===== config.mk =====
export PLATFORM = sky130hd
export DESIGN_NAME = stage_sequencer_flat
export DESIGN_NICKNAME = d
export VERILOG_FILES = /design/src/rtl/stage_sequencer_if.sv /design/src/rtl/stage_sequencer.sv /design/src/flat_wrapper.sv
export SDC_FILE = /design/constraint.sdc
export NUM_CORES = 1
export LEC_CHECK = 0
export ABC_AREA = 1
export CAP_MARGIN = 20
export CELL_PAD_IN_SITES_DETAIL_PLACEMENT = 2
export CELL_PAD_IN_SITES_GLOBAL_PLACEMENT = 2
export CORE_UTILIZATION = 25
export CTS_CLUSTER_SIZE = 8
export DETAILED_ROUTE_END_ITERATION = 8
export GPL_ROUTABILITY_DRIVEN = 0
export PLACE_DENSITY = 0.79
export SKIP_CTS_REPAIR_TIMING = 1
export SLEW_MARGIN = 10
export SYNTH_ARGS = -nofsm -noshare
export SYNTH_HDL_FRONTEND = slang
export SYNTH_SLANG_ARGS = --single-unit
export TNS_END_PERCENT = 50

===== constraint.sdc =====
create_clock -name clock -period 1.8 [get_ports clock]
set_input_delay 0.36 -clock clock [delete_from_list [all_inputs] [get_ports clock]]
set_output_delay 0.36 -clock clock [all_outputs]
set_load 0.03 [all_outputs]

===== src/rtl/stage_sequencer_if.sv =====
// Handshake bundle for stage_sequencer: sequence control in, per-stage enables and status out.
interface stage_sequencer_if #(
  parameter int unsigned NUM_STAGES = 4
);
  logic                  in_start;
  logic                  in_abort;
  logic                  in_loop;
  logic [NUM_STAGES-1:0] in_skip_mask;
  logic [NUM_STAGES-1:0] in_stage_done;
  logic [NUM_STAGES-1:0] out_stage_en;
  logic [3:0]            out_current_stage;
  logic                  out_busy;
  logic                  out_process_done;
  logic                  out_error;
  logic [15:0]           out_frame_count;

  modport master (
    output in_start, in_abort, in_loop, in_skip_mask, in_stage_done,
    input  out_stage_en, out_current_stage, out_busy, out_process_done,
           out_error, out_frame_count
  );

  modport slave (
    input  in_start, in_abort, in_loop, in_skip_mask, in_stage_done,
    output out_stage_en, out_current_stage, out_busy, out_process_done,
           out_error, out_frame_count
  );
endinterface


===== src/rtl/stage_sequencer.sv =====
// Steps through NUM_STAGES processing stages one at a time with a one-cycle gap between them.
// Optional per-stage RUN timeout enabled by defining STAGE_SEQUENCER_TIMEOUT_EN.
module stage_sequencer #(
  parameter int unsigned NUM_STAGES     = 4,
  parameter int unsigned TIMEOUT_CYCLES = 65535
) (
  input logic              clock,
  input logic              reset,
  stage_sequencer_if.slave sif
);

  typedef enum logic [2:0] {
    S_IDLE,
    S_RUN,
    S_GAP,
    S_DONE,
    S_ERROR
  } state_t;

  state_t                state;
  logic [NUM_STAGES-1:0] mask_q;
  logic                  loop_q;
  logic [3:0]            stage_q;
  logic [NUM_STAGES-1:0] stage_en_q;
  logic                  busy_q;
  logic                  done_q;
  logic [15:0]           frame_q;

  // Result encoding: bit 4 = an unskipped stage was found, bits 3:0 = its index.
  logic [4:0] first_in;
  logic [4:0] first_q;
  logic [4:0] next_q;
  logic       start_ok;
  logic       stage_hit;

  function automatic logic [4:0] find_from(input logic [NUM_STAGES-1:0] m,
                                           input logic [4:0]            from);
    logic [4:0]            r;
    logic [NUM_STAGES-1:0] sh;
    r = '0;
    for (int unsigned i = 0; i < NUM_STAGES; i++) begin
      sh = m >> i;
      if (!r[4] && !sh[0] && (i >= 32'(from))) begin
        r = {1'b1, 4'(i)};
      end
    end
    return r;
  endfunction

  function automatic logic [NUM_STAGES-1:0] onehot(input logic [3:0] idx);
    return NUM_STAGES'(1) << idx;
  endfunction

  always_comb begin
    first_in = find_from(sif.in_skip_mask, 5'd0);
    first_q  = find_from(mask_q, 5'd0);
    next_q   = find_from(mask_q, {1'b0, stage_q} + 5'd1);
  end

  assign start_ok  = sif.in_start &&
                     ((state == S_IDLE) || (state == S_DONE) || (state == S_ERROR));
  // The enable register is one-hot on the active stage, so masking the done flags with it
  // ignores every non-active stage.
  assign stage_hit = |(sif.in_stage_done & stage_en_q);

`ifdef STAGE_SEQUENCER_TIMEOUT_EN
  localparam int unsigned TW = (TIMEOUT_CYCLES > 1) ? $clog2(TIMEOUT_CYCLES) : 1;
  localparam logic [TW-1:0] TIMER_LAST = TW'(TIMEOUT_CYCLES - 1);

  logic [TW-1:0] timer_q;
  logic          timeout_hit;
  logic          error_q;

  assign timeout_hit = (timer_q == TIMER_LAST);

  // RUN is only ever entered from a non-RUN state, so clearing outside RUN clears on entry.
  always_ff @(posedge clock or posedge reset) begin
    if (reset) begin
      timer_q <= '0;
    end else if (state != S_RUN) begin
      timer_q <= '0;
    end else if (!timeout_hit) begin
      timer_q <= timer_q + 1'b1;
    end
  end
`endif

  always_ff @(posedge clock or posedge reset) begin
    if (reset) begin
      state      <= S_IDLE;
      mask_q     <= '0;
      loop_q     <= 1'b0;
      stage_q    <= '0;
      stage_en_q <= '0;
      busy_q     <= 1'b0;
      done_q     <= 1'b0;
      frame_q    <= '0;
`ifdef STAGE_SEQUENCER_TIMEOUT_EN
      error_q    <= 1'b0;
`endif
    end else if (sif.in_abort) begin
      state      <= S_IDLE;
      stage_en_q <= '0;
      busy_q     <= 1'b0;
      done_q     <= 1'b0;
`ifdef STAGE_SEQUENCER_TIMEOUT_EN
      error_q    <= 1'b0;
`endif
    end else if (start_ok) begin
      mask_q <= sif.in_skip_mask;
      loop_q <= sif.in_loop;
`ifdef STAGE_SEQUENCER_TIMEOUT_EN
      error_q <= 1'b0;
`endif
      if (first_in[4]) begin
        state      <= S_RUN;
        stage_q    <= first_in[3:0];
        stage_en_q <= onehot(first_in[3:0]);
        busy_q     <= 1'b1;
        done_q     <= 1'b0;
      end else begin
        state      <= S_DONE;
        stage_en_q <= '0;
        busy_q     <= 1'b0;
        done_q     <= 1'b1;
        frame_q    <= frame_q + 1'b1;
      end
    end else begin
      case (state)
        S_RUN: begin
          if (stage_hit) begin
            state      <= S_GAP;
            stage_en_q <= '0;
          end
`ifdef STAGE_SEQUENCER_TIMEOUT_EN
          else if (timeout_hit) begin
            state      <= S_ERROR;
            stage_en_q <= '0;
            busy_q     <= 1'b0;
            error_q    <= 1'b1;
          end
`endif
        end

        S_GAP: begin
          if (next_q[4]) begin
            state      <= S_RUN;
            stage_q    <= next_q[3:0];
            stage_en_q <= onehot(next_q[3:0]);
          end else begin
            state   <= S_DONE;
            busy_q  <= 1'b0;
            done_q  <= 1'b1;
            frame_q <= frame_q + 1'b1;
          end
        end

        S_DONE: begin
          // Loop mode re-enters DONE directly when every stage is skipped, counting each pass.
          if (loop_q) begin
            if (first_q[4]) begin
              state      <= S_RUN;
              stage_q    <= first_q[3:0];
              stage_en_q <= onehot(first_q[3:0]);
              busy_q     <= 1'b1;
              done_q     <= 1'b0;
            end else begin
              frame_q <= frame_q + 1'b1;
            end
          end
        end

        default: begin
        end
      endcase
    end
  end

  assign sif.out_stage_en      = stage_en_q;
  assign sif.out_current_stage = stage_q;
  assign sif.out_busy          = busy_q;
  assign sif.out_process_done  = done_q;
  assign sif.out_frame_count   = frame_q;
`ifdef STAGE_SEQUENCER_TIMEOUT_EN
  assign sif.out_error         = error_q;
`else
  assign sif.out_error         = 1'b0;
`endif

endmodule


===== src/flat_wrapper.sv =====
// flat-port wrapper written by rule: the top's interface ports become plain ports
module stage_sequencer_flat 
#(
  parameter int unsigned NUM_STAGES     = 4,
  parameter int unsigned TIMEOUT_CYCLES = 65535
)
  (clock, reset, sif_in_start, sif_in_abort, sif_in_loop, sif_in_skip_mask, sif_in_stage_done, sif_out_stage_en, sif_out_current_stage, sif_out_busy, sif_out_process_done, sif_out_error, sif_out_frame_count);
  stage_sequencer_if #(.NUM_STAGES(NUM_STAGES)) sif_i ();
  input logic clock;
  input logic reset;
  input wire logic [$bits(sif_i.in_start)-1:0] sif_in_start;
  input wire logic [$bits(sif_i.in_abort)-1:0] sif_in_abort;
  input wire logic [$bits(sif_i.in_loop)-1:0] sif_in_loop;
  input wire logic [$bits(sif_i.in_skip_mask)-1:0] sif_in_skip_mask;
  input wire logic [$bits(sif_i.in_stage_done)-1:0] sif_in_stage_done;
  output wire logic [$bits(sif_i.out_stage_en)-1:0] sif_out_stage_en;
  output wire logic [$bits(sif_i.out_current_stage)-1:0] sif_out_current_stage;
  output wire logic [$bits(sif_i.out_busy)-1:0] sif_out_busy;
  output wire logic [$bits(sif_i.out_process_done)-1:0] sif_out_process_done;
  output wire logic [$bits(sif_i.out_error)-1:0] sif_out_error;
  output wire logic [$bits(sif_i.out_frame_count)-1:0] sif_out_frame_count;
  assign sif_i.in_start = sif_in_start;
  assign sif_i.in_abort = sif_in_abort;
  assign sif_i.in_loop = sif_in_loop;
  assign sif_i.in_skip_mask = sif_in_skip_mask;
  assign sif_i.in_stage_done = sif_in_stage_done;
  assign sif_out_stage_en = sif_i.out_stage_en;
  assign sif_out_current_stage = sif_i.out_current_stage;
  assign sif_out_busy = sif_i.out_busy;
  assign sif_out_process_done = sif_i.out_process_done;
  assign sif_out_error = sif_i.out_error;
  assign sif_out_frame_count = sif_i.out_frame_count;
  stage_sequencer #(.NUM_STAGES(NUM_STAGES), .TIMEOUT_CYCLES(TIMEOUT_CYCLES)) u_core (.clock(clock), .reset(reset), .sif(sif_i));
endmodule

[After elaboration in Yosys (flattened, before gate mapping)]
Index checks and enable logic that the tools add are counted.
Storage, ports and cells
  register bits: 34
  bits in latches: 0
  bits in writable memories: 0
  memory bits (read-only): 0
  input bits: 13
  memories: 0
Operators by class
  add/sub/neg operators: 2
  $mul: 0
  div/mod/pow operators: 0
  $lt $le $gt $ge: 4
  eq/ne operators: 16
  shift-type cells: 3
  multiplexer cells: 54
  bitwise logic cells: 2
  reductions and logical operators: 43
Operator list (count)
  2-to-1 mux 16 bit: 5
  2-to-1 mux 5 bit: 12
  2-to-1 mux 4 bit: 12
  case mux 16 bit (2 select lines): 1
  adder 16 x 1 -> 16 bit (second input constant): 1
  logical NOT 1 bit: 16
  inequality test 4 x 2 -> 1 bit (second input constant): 4
  2-to-1 mux 3 bit: 5
  logical AND 1 bit: 14
  2-to-1 mux 1 bit: 12
  case mux 4 bit (3 select lines): 1
  AND reduction 6 bit: 2
  left shift 1 x 4 -> 4 bit (first input constant): 3
  greater-or-equal comparator 1 x 5 -> 1 bit (first input constant): 2
  greater-or-equal comparator 2 x 5 -> 1 bit (first input constant): 2
  inequality test 3 x 1 -> 1 bit (second input constant): 3
  case mux 3 bit (3 select lines): 1
  case mux 4 bit (2 select lines): 1
  AND reduction 4 bit: 2
  == test 3 x 2 -> 1 bit (second input constant): 2
  inequality test 3 bit (second input constant): 2
  adder 4 x 1 -> 5 bit (second input constant): 1
  AND reduction 5 bit: 1
  nonzero test 5 bit: 1
  other kinds (15): 18

[Depth between registers and ports, before layout]
Gate-level depths: netlist of run 1.
  depth after elaboration: 21
  depth in mapped cells: 13

[Least setup slack after synthesis of run 1]
No wires, ideal clock.
  path kind: register to register
  from: register u_core.state[0]
  to: register u_core.frame_q[0] (netlist: u_core.sif.out_frame_count[0])
  setup time: 0.136 ns
  data arrival time: 1.603 ns
  required time: 1.664 ns
  setup slack: 0.062 ns
  stages on the path, launching flop included: 11
  clock period less this slack: 1.738 ns
  cells stage by stage: dfrtp_1 > inv_1 > ha_1 > nand2_2 > buf_6 > a21oi_2 > nand2_1 > nor2_2 > nand3_2 > buf_4 > xnor2_1
On the way
  cells in the longest elaborated chain, start to end: 6
  elaborated cells between the ends (all ways): 15
RTL lines
  start, declared: line stage_sequencer.sv:20  | state_t state;
  start signal, assigned: line stage_sequencer.sv:90  | state <= S_IDLE;
  start signal, assigned: line stage_sequencer.sv:102  | state <= S_IDLE;
  start signal, assigned: line stage_sequencer.sv:116  | state <= S_RUN;
  == test 3 x 2 -> 1 bit / logical NOT 3 bit (equally long branches): line stage_sequencer.sv:61, stage_sequencer.sv:129
  logical OR 1 bit (2 in a row): line stage_sequencer.sv:61  | ((state == S_IDLE) || (state == S_DONE) || (state == S_ERROR));
  logical AND 1 bit: line stage_sequencer.sv:60  | assign start_ok = sif.in_start &&
  inequality test 3 x 1 -> 1 bit (no line), or another cell as far along
  AND reduction 6 bit (no line)
  end signal, assigned: line stage_sequencer.sv:126  | frame_q <= frame_q + 1'b1;
  end signal, assigned: line stage_sequencer.sv:154  | frame_q <= frame_q + 1'b1;
  end signal, assigned: line stage_sequencer.sv:168  | frame_q <= frame_q + 1'b1;
  end, declared: line stage_sequencer.sv:27  | logic [15:0] frame_q;
Parallel ways exist; a longest one is shown, timed or not.
A chain may end at the register's enable or synchronous reset.

[Worst setup path in the final report of run 1]
  from: register u_core.state[1]
  to: register u_core.frame_q[5] (netlist: u_core.sif.out_frame_count[5])
The elaborated chain is that of the path after synthesis.

==> run_results.csv, run 1 <==
group,metric,value,unit
status,status,"finished with violations",
status,failed_checks,"setup timing",
flow_run,maxCapViolations,0,
route,drt_wl_total,8.21,mm
global_route,grt_pass1_wl,11.4,mm
synth,ys_ff_latch,31,
final_layout,final_cell_mix,"nand2_1 (91), buf_4 (30), dfrtp_1 (30)",
global_route,grt_usage,0.176,
route,dr.pass1.iters,4,
power_and_ir_drop,powerDensity,1590,nW/um^2
sta,grt_setup_unrepaired,"yes",
global_route,use_met1,0.221,
final_layout,drive_gt1_frac,0.203,
power_and_ir_drop,ir_drop,624,uV
route,drtIter0Drc,81,
route,avgRoutedWirePerCell,17.8,um
sta,setup_violations,10,
synth,synthCells,285,
synth,ys_warn_count,0,
placement,hpwl,5.36,mm
critical_path,worstPathArrival,2070,ps
clock_tree,cts_tree,"done",
synth,ys.flop_type,"dfrtp_1",
sta,finalSetupTns,-524,ps
clock_tree,cts_max_path_buffers,2,
route,ant_nets,0,
final_layout,fin_util,0.386,
global_route,grt_overflow,0,
global_route,gr-usage-met3,0.0327,
sta,final.setup_skew,7.15,ps
route,drc,0,
synth,async_reset_ff_frac,1.00,
die,die_h,91.5,um
clock_tree,root_buffer,"clkbuf_8",
route,routed_via_density,4.80,
final_layout,fin_area,2980,um^2
critical_path,crit_path_end_kind,"flop",
placement,numPortBuffers,36,
sta,min_period,1890,ps
sta,slew_violations,0,
critical_path,worst-path-max-fanout,6,
placement,placed_area,2690,um^2
final_layout,antenna-diode-count,0,
min_path,hold_path_class,"in2async",
final_layout,area_delta_synth_final,48.9,%
global_route,grtUsageMet2,0.308,
critical_path,crit_required,1980,ps
die,num_io_pins,40,
sta,hold_violations,0,
die,fp.coreArea,7730,um^2
clock_tree,clk_pin_slew_worst_paths,70,ps
global_route,busiest_layer,"met2",
final_layout,finalNetCount,376,
die,num_rows,32,
final_layout,fin_cells,462,
global_route,grt_pass1_vias,2254,
die,die_w,91.5,um
route,via_count,2219,
synth,synth_cell_types,30,
global_route,grt_antenna_before_repair,0,
sta,max_freq,528,MHz
global_route,grt_max_degree,32,
die,initial_core_util,0.259,
synth,synth_edf_count,0,
synth,synthesis.area,2000,um^2
sta,fin_crit_sh,1.05,
critical_path,cp-start-kind,"flop",
clock_tree,clk_latency,300,ps
synth,syn_area_per_cell,7.03,um^2
clock_tree,cts_num_sinks,31,
power_and_ir_drop,p_leak,0.00157,uW
placement,place_inst,451,
critical_path,crit_type,"reg2reg",
sta,hold-worst-slack,457,ps
die,die-area,8380,um^2
clock_tree,cts_made_buffers,5,
final_layout,final_common_cell,"nand2_1",
synth,seq_area_frac_synth,0.387,
clock_tree,cts_max_level,2,
sta,fin_ws,-93.7,ps
[registers in the layout, indices dropped and copies added, names as in the netlist]
name                          cells
u_core.loop_q                     1
u_core.mask_q                     4
u_core.sif.out_busy               1
u_core.sif.out_current_stage      2
u_core.sif.out_frame_count       16
u_core.sif.out_process_done       1
u_core.sif.out_stage_en           4
u_core.state                      2
[through the flow]
stage / power [uW] / worst slack, ps
floorplan: 2660 / 61.9
global placement: 3550 / -159
detailed placement: 3660 / -305
CTS: 4450 / -218
global route: 5060 / -179
finish: 4750 / -93.7
[path summary, 6_finish.rpt]
path,startpoint,slack [ps],cells past startpoint,end
hold / removal,reset,460,3,u_core.sif.out_frame_count[6]
setup reg to reg,u_core.state[1],-90,11,u_core.sif.out_frame_count[5]
setup / recovery,u_core.state[1],-90,11,u_core.sif.out_frame_count[5]
min in group clock,u_core.sif.out_process_done,500,1,u_core.sif.out_process_done
max in group asynchronous,reset,1020,3,u_core.state[1]
hold reg to reg,u_core.sif.out_process_done,500,1,u_core.sif.out_process_done
[Yosys cell counts, types with 2 or more instances]
master / n / share of area
nand2_1: 93 / 0.17
nor2_1: 33 / 0.062
dfrtp_1: 31 / 0.39
inv_1: 25 / 0.047
nand3_1: 24 / 0.060
o21ai_0: 14 / 0.035
o21ai_1: 9 / 0.022
xor2_1: 7 / 0.031
a21oi_1: 6 / 0.015
nand4_1: 5 / 0.016
buf_4: 4 / 0.015
ha_1: 4 / 0.025
nor3_1: 4 / 0.010
xnor2_1: 4 / 0.017
inv_2: 3 / 0.0056
o22ai_1: 3 / 0.0094
nand3_2: 2 / 0.010
nor2_2: 2 / 0.0062
[cells by family (layout without fill, tap and decap cells)]
kind of cell / Yosys count / in the layout / synth area share
other: 1 / 3 / 0.00187
AO/OA/AOI/OAI: 35 / 35 / 0.0943
XOR/XNOR: 11 / 11 / 0.0481
AND/OR/NAND/NOR: 166 / 167 / 0.352
adder cells (fa/ha/maj): 4 / 4 / 0.0250
flip-flops: 31 / 31 / 0.387
buffers and inverters: 36 / 108 / 0.0862
multiplexers: 1 / 1 / 0.00562
[where the power goes]
part | internal (uW) | total, uW | switching [uW]
clock network | 448 | 741 | 293
logic | 1080 | 2800 | 1720
registers | 949 | 1210 | 261
[worst max-delay path: stages, from the launching register on]
cell	delay (ps)
dfrtp_2	450
ha_4	290
nand2_4	70
inv_4	90
nor2_4	50
inv_1	100
nor2_2	70
nor2_4	160
nand3_4	160
buf_6	180
nand2_1	70
o21ai_1	80
[final cells by class]
| cell class | instances | area (um^2) |
|---|---|---|
| timing repair inverter | 2 | 12.5 |
| inverter | 29 | 119 |
| timing repair buffer | 69 | 657 |
| clock inverter | 2 | 35.0 |
| clock buffer | 6 | 82.6 |
| multi-input combinational | 221 | 1170 |
| tap | 102 | 128 |
| fill | 901 | 4740 |
| sequential | 31 | 777 |
[routing by layer]
metal  vias to the layer above  share of wire  routed length, um
li1                       1055              -                  -
met1                      1101           0.44               3580
met2                        46           0.51               4190
met3                        17          0.030                243
met4                         0          0.024                199
met5                         -              0                  0
Power figures use the tool's default switching activity.
==> run 2: changes to the inputs <==
- ABC_AREA: 1 -> unset
- CORE_UTILIZATION: 25 -> 28
- MAX_ROUTING_LAYER: unset -> met4
- PLACE_DENSITY: 0.79 -> 0.81
==> run_results.csv, run 2 <==
group,metric,value,unit
status,status,"finished with violations",
status,failed_checks,"setup timing",
route,drc,0,
global_route,grt_overflow,0,
route,ant_nets,0,
clock_tree,clk_pin_slew_worst_paths,80,ps
die,initial_core_util,0.297,
route,avgRoutedWirePerCell,23.4,um
power_and_ir_drop,p_leak,0.00135,uW
final_layout,antenna-diode-count,0,
die,num_rows,28,
flow_run,maxCapViolations,0,
critical_path,worst-r2r-setup-slack,-410,ps
die,die_h,82.2,um
final_layout,final_common_cell,"buf_4",
synth,synthTopCellsByArea,"dfrtp_1 (43%), mux2_2 (6.3%), xor2_1 (3.9%), xnor2_1 (3.4%), nor3_1 (3.3%)",
sta,worstMarginPinSlew,693,ps
clock_tree,cts_max_level,2,
sta,slew_violations,0,
final_layout,drive_gt1_frac,0.380,
sta,fin_ws,-405,ps
die,die_w,82.2,um
route,via_count,1775,
critical_path,worstPathArrival,2410,ps
final_layout,fin_util,0.483,
route,dr.pass1.iters,4,
critical_path,reg2reg_from,"u_core.state[1]",
critical_path,worst_path_largest_cell_delay,480,ps
sta,grt_setup_unrepaired,"yes",
critical_path,regToRegEndpoint,"u_core.sif.out_frame_count[10]",
global_route,grt_antenna_before_repair,0,
critical_path,path_cells,"ha_4 -> nand2b_4 -> a31o_4 -> buf_4 -> a2111oi_4 -> buf_4 -> nand4_1 -> xnor2_1",
sta,min_period,2210,ps
sta,final.setup_skew,13.0,ps
final_layout,final_cell_mix,"buf_4 (35), dfrtp_1 (26), clkdlybuf4s50_1 (25)",
clock_tree,clk_latency,290,ps
critical_path,cp_num_buf_inv,2,
clock_tree,cts_max_path_buffers,2,
clock_tree,cts_made_buffers,5,
critical_path,cpMaxStageDelayCell,"dfrtp_2",
critical_path,cp-start-kind,"flop",
synth,ys.flop_type,"dfrtp_1",
final_layout,largest_reg_flops,16,
placement,hpwl,4.37,mm
die,die-area,6750,um^2
clock_tree,cts_num_sinks,31,
critical_path,ff2ff_path_depth,8,
sta,fin_crit_sh,1.23,
synth,synth_edf_count,0,
route,drtIter0Drc,95,
global_route,grt_pass1_vias,1817,
synth,seq_area_frac_synth,0.431,
synth,synthCells,182,
synth,syn_area_per_cell,9.89,um^2
sta,hold_violations,0,
sta,slew_headroom,0.537,
sta,setup_violations,26,
final_layout,fin_cells,333,
critical_path,crit_required,2010,ps
power_and_ir_drop,powerDensity,1590,nW/um^2
synth,ys_warn_count,0,
synth,synth_cell_types,45,
synth,async_reset_ff_frac,1.00,
global_route,grt_usage,0.206,
critical_path,path_delay_family,"compound AO/OA/AOI/OAI gates",
route,drt_wl_total,7.80,mm
sta,hold-worst-slack,465,ps
synth,synthTopCellsByCount,"dfrtp_1 (31), nand2_1 (15), nor3_1 (12), mux2_2 (10), inv_1 (9)",
clock_tree,root_buffer,"clkbuf_8",
min_path,hold_path_class,"in2async",
final_layout,area_delta_synth_final,62.6,%
clock_tree,cts_tree,"done",
critical_path,worst-path-max-fanout,6,
critical_path,critPathMostFrequentCell,"buf_4",
final_layout,fillers,631,
critical_path,crit_path_end_kind,"flop",
synth,ys_ff_latch,31,
placement,numPortBuffers,36,
die,fp.coreArea,6060,um^2
synth,yosys.area.top_type,"dfrtp_1",
synth,yosysMostFrequentCell,"dfrtp_1",
synth,netlist.area_leader.share,0.431,
global_route,grt_max_degree,32,
synth,synthesis.area,1800,um^2
global_route,grt_pass1_wl,9.82,mm
sta,finalSetupTns,-5520,ps
final_layout,finalNetCount,274,
die,num_io_pins,40,
critical_path,crit_type,"reg2reg",
power_and_ir_drop,ir_drop,764,uV
power_and_ir_drop,total_power,4660,uW
sta,max_freq,453,MHz
placement,place_inst,320,
route,routed_via_density,5.33,
run 2: changes by cell type after synthesis, moves of 6 or more:
cell / previous run / this run
mux2_2: 1 / 10
nor3_1: 4 / 12
nand3_1: 24 / 5
o21ai_0: 14 / 8
nor2_1: 33 / 8
inv_1: 25 / 9
nand2_1: 93 / 15
o21ai_1: 9 / 0
run 2: where the power goes:
group          switching, uW  internal, uW  leakage [uW]
registers                334           931      0.000381
clock network            291           448     0.0000612
logic                   1510          1150      0.000905
run 2: kinds of logic (layout without fill, tap and decap cells):
logic type | count (synthesis) | count (layout) | share of synthesized area
muxes | 10 | 10 | 0.0626
AOI/OAI and AO/OA | 40 | 40 | 0.163
DFF | 31 | 31 | 0.431
buffers and inverters | 18 | 92 | 0.0480
and+or+nand+nor | 63 | 63 | 0.192
other | 1 | 3 | 0.00208
adders and majority gates | 4 | 4 | 0.0278
xor gates and xnor gates | 15 | 15 | 0.0730
run 2: area by class of cell:
type / instances / area, um^2 / share of cell area
clock buffer: 6 / 82.6 / 0.0282
clock inverter: 2 / 35.0 / 0.0120
inverter: 9 / 33.8 / 0.0115
multi-input combinational: 135 / 1190 / 0.408
sequential: 31 / 782 / 0.267
tap: 75 / 93.8 / 0.0321
timing repair buffer: 75 / 704 / 0.241
run 2: worst max path at each step:
stage / end / depth (start not counted) / slack [ps] / start
2_1_floorplan: u_core.sif.out_frame_count[15] / 5 / -60 / u_core.sif.out_frame_count[5]
3_3_place_gp: u_core.sif.out_frame_count[7] / 6 / -360 / sif_in_skip_mask[3]
3_5_place_dp: u_core.sif.out_frame_count[7] / 6 / -490 / sif_in_start
4_1_cts: u_core.sif.out_stage_en[1] / 6 / -410 / u_core.state[1]
5_1_grt: u_core.sif.out_frame_count[10] / 9 / -470 / u_core.state[0]
6_report: u_core.sif.out_frame_count[10] / 8 / -410 / u_core.state[1]
run 2: worst register-to-register path: stages (launching register included):
cell and delay (ps):
dfrtp_2 480, ha_4 220, nand2b_4 160, a31o_4 260, buf_4 150, a2111oi_4 280
buf_4 220, nand4_1 150, xnor2_1 210
run 2: per-layer routing:
metal	global-route usage	share of wire	up-vias
li1	-	-	801
met1	0.266	0.42	903
met2	0.336	0.52	55
met3	0.0264	0.037	16
met4	0.0596	0.028	0
met5	-	0	-
run 2: metrics by stage:
stage	setup WS (ps)	area, um^2
after floorplan	-61.2	1910
after global placement	-361	2550
after detailed placement	-487	2550
after CTS	-411	2670
after global routing	-472	2930
final	-405	2930
==> run 3: changes to the inputs <==
- GPL_TIMING_DRIVEN: unset -> 0
- SKIP_LAST_GASP: unset -> 1
- SLEW_MARGIN: 10 -> unset
==> run_results.csv, run 3 (synthesized netlist as in run 2, its figures left out) <==
group,metric,value,unit
sta,slew_violations,0,
sta,slew_headroom,0.636,
clock_tree,cts_num_sinks,31,
final_layout,fillers,642,
die,die_h,82.2,um
final_layout,area_delta_synth_final,50.7,%
status,failed_checks,"setup timing",
sta,finalSetupTns,-4560,ps
global_route,grt_max_degree,23,
power_and_ir_drop,p_leak,0.00109,uW
final_layout,drive_gt1_frac,0.301,
final_layout,fin_util,0.447,
route,via_count,1658,
global_route,grt_pass1_vias,1648,
power_and_ir_drop,p_clk_frac,0.167,
final_layout,fin_area,2710,um^2
route,drtIter0Drc,87,
placement,placed_area,2380,um^2
sta,fin_ws,-416,ps
power_and_ir_drop,seq_power_share,0.286,
sta,fin_crit_sh,1.23,
sta,setup_violations,30,
route,drc,0,
placement,numPortBuffers,35,
global_route,grt_pass1_wl,8.68,mm
placement,hpwl,4.01,mm
sta,hold_violations,0,
critical_path,ff2ff_path_depth,7,
die,die-area,6750,um^2
sta,min_period,2220,ps
status,status,"finished with violations",
route,drt_wl_total,6.17,mm
route,routed_via_density,5.33,
clock_tree,cts_tree,"done",
final_layout,antenna-diode-count,0,
final_layout,finalNetCount,252,
die,die_w,82.2,um
critical_path,crit_type,"reg2reg",
min_path,hold_path_class,"in2async",
clock_tree,cts_max_level,2,
sta,worstMarginPinSlew,547,ps
die,num_io_pins,40,
flow_run,maxCapViolations,0,
clock_tree,cts_made_buffers,5,
route,dr.pass1.iters,4,
route,ant_nets,0,
sta,final.setup_skew,13.8,ps
power_and_ir_drop,powerDensity,1610,nW/um^2
clock_tree,root_buffer,"clkbuf_8",
power_and_ir_drop,ir_drop,728,uV
sta,max_freq,451,MHz
power_and_ir_drop,total_power,4350,uW
global_route,grt_overflow,0,
power_and_ir_drop,switchingPower,1940,uW
critical_path,crit_required,1950,ps
clock_tree,cts_max_path_buffers,2,
clock_tree,clk_latency,300,ps
clock_tree,clk_pin_slew_worst_paths,80,ps
die,initial_core_util,0.297,
critical_path,crit_path_end_kind,"flop",
critical_path,cp-start-kind,"flop",
final_layout,final_common_cell,"clkdlybuf4s50_1",
critical_path,worst-path-max-fanout,6,
power_and_ir_drop,switching_share,0.445,
power_and_ir_drop,combPwrFrac,0.546,
global_route,grt_antenna_before_repair,0,
critical_path,worstPathArrival,2360,ps
route,avgRoutedWirePerCell,19.8,um
final_layout,largest_reg_flops,16,
die,fp.coreArea,6060,um^2
sta,grt_setup_unrepaired,"yes",
final_layout,final_cell_mix,"clkdlybuf4s50_1 (33), dfrtp_1 (27), nand2_1 (14)",
die,num_rows,28,
global_route,grt_usage,0.178,
power_and_ir_drop,power.internal,2410,uW
-- run 3: changes by cell type in the layout (fill, tap and decap cells not counted), sizes merged --
cell and change:
clkdlybuf4s50 +8, dlymetal6s2s -9, buf -22, clkbuf +1
-- run 3: final cells by class --
class	instances	area, um^2	share of cell area
multi-input cells	135	1170	0.430
inverters	9	33.8	0.0125
clock buffers	6	82.6	0.0305
well taps	75	93.8	0.0346
plain buffers	8	68.8	0.0254
flip-flops and latches	31	781	0.288
clock inverters	2	35.0	0.0129
repair buffers	45	450	0.166
-- run 3: stage by stage --
stage | setup slack [ps] | hold slack (ps) | instances
after floorplan | -61.2 | 463 | 184
after global placement | -527 | 460 | 294
after detailed placement | -583 | 467 | 295
after CTS | -362 | 396 | 303
after global routing | -456 | 418 | 311
final | -416 | 382 | 311
-- run 3: layer usage --
metal / wire (um) / up-vias / global-route usage / part of all wire
met5: 0 / - / - / 0
met4: 159 / 0 / 0.0526 / 0.026
met3: 153 / 11 / 0.0297 / 0.025
met2: 3130 / 33 / 0.290 / 0.51
met1: 2730 / 857 / 0.227 / 0.44
li1: - / 757 / - / -
-- run 3: worst paths after layout --
path                                                start                              to  slack [ps]
max                                       u_core.state[0]   u_core.sif.out_frame_count[7]        -420
min                                                 reset                   u_core.loop_q         380
max reg2reg                               u_core.state[0]   u_core.sif.out_frame_count[7]        -420
min reg2reg                u_core.sif.out_frame_count[15]  u_core.sif.out_frame_count[15]         470
max in group asynchronous                           reset   u_core.sif.out_frame_count[3]         930
min in group clock                    sif_in_skip_mask[1]                u_core.mask_q[1]         470
-- run 3: critical path, cell delays in order (launching register included) --
cell,delay (ps)
dfrtp_2,430
inv_2,70
ha_4,310
nand2_8,70
a31o_4,280
a211o_1,270
nor4_1,490
xor2_1,130
-- run 3: power by group through the flow --
stage,combinational (uW),clock (uW),sequential (uW)
2_1_floorplan,1080,0,1440
3_3_place_gp,1910,0,1200
3_5_place_dp,1980,0,1220
4_1_cts,2010,738,1210
5_1_grt,2550,764,1290
6_report,2380,729,1250
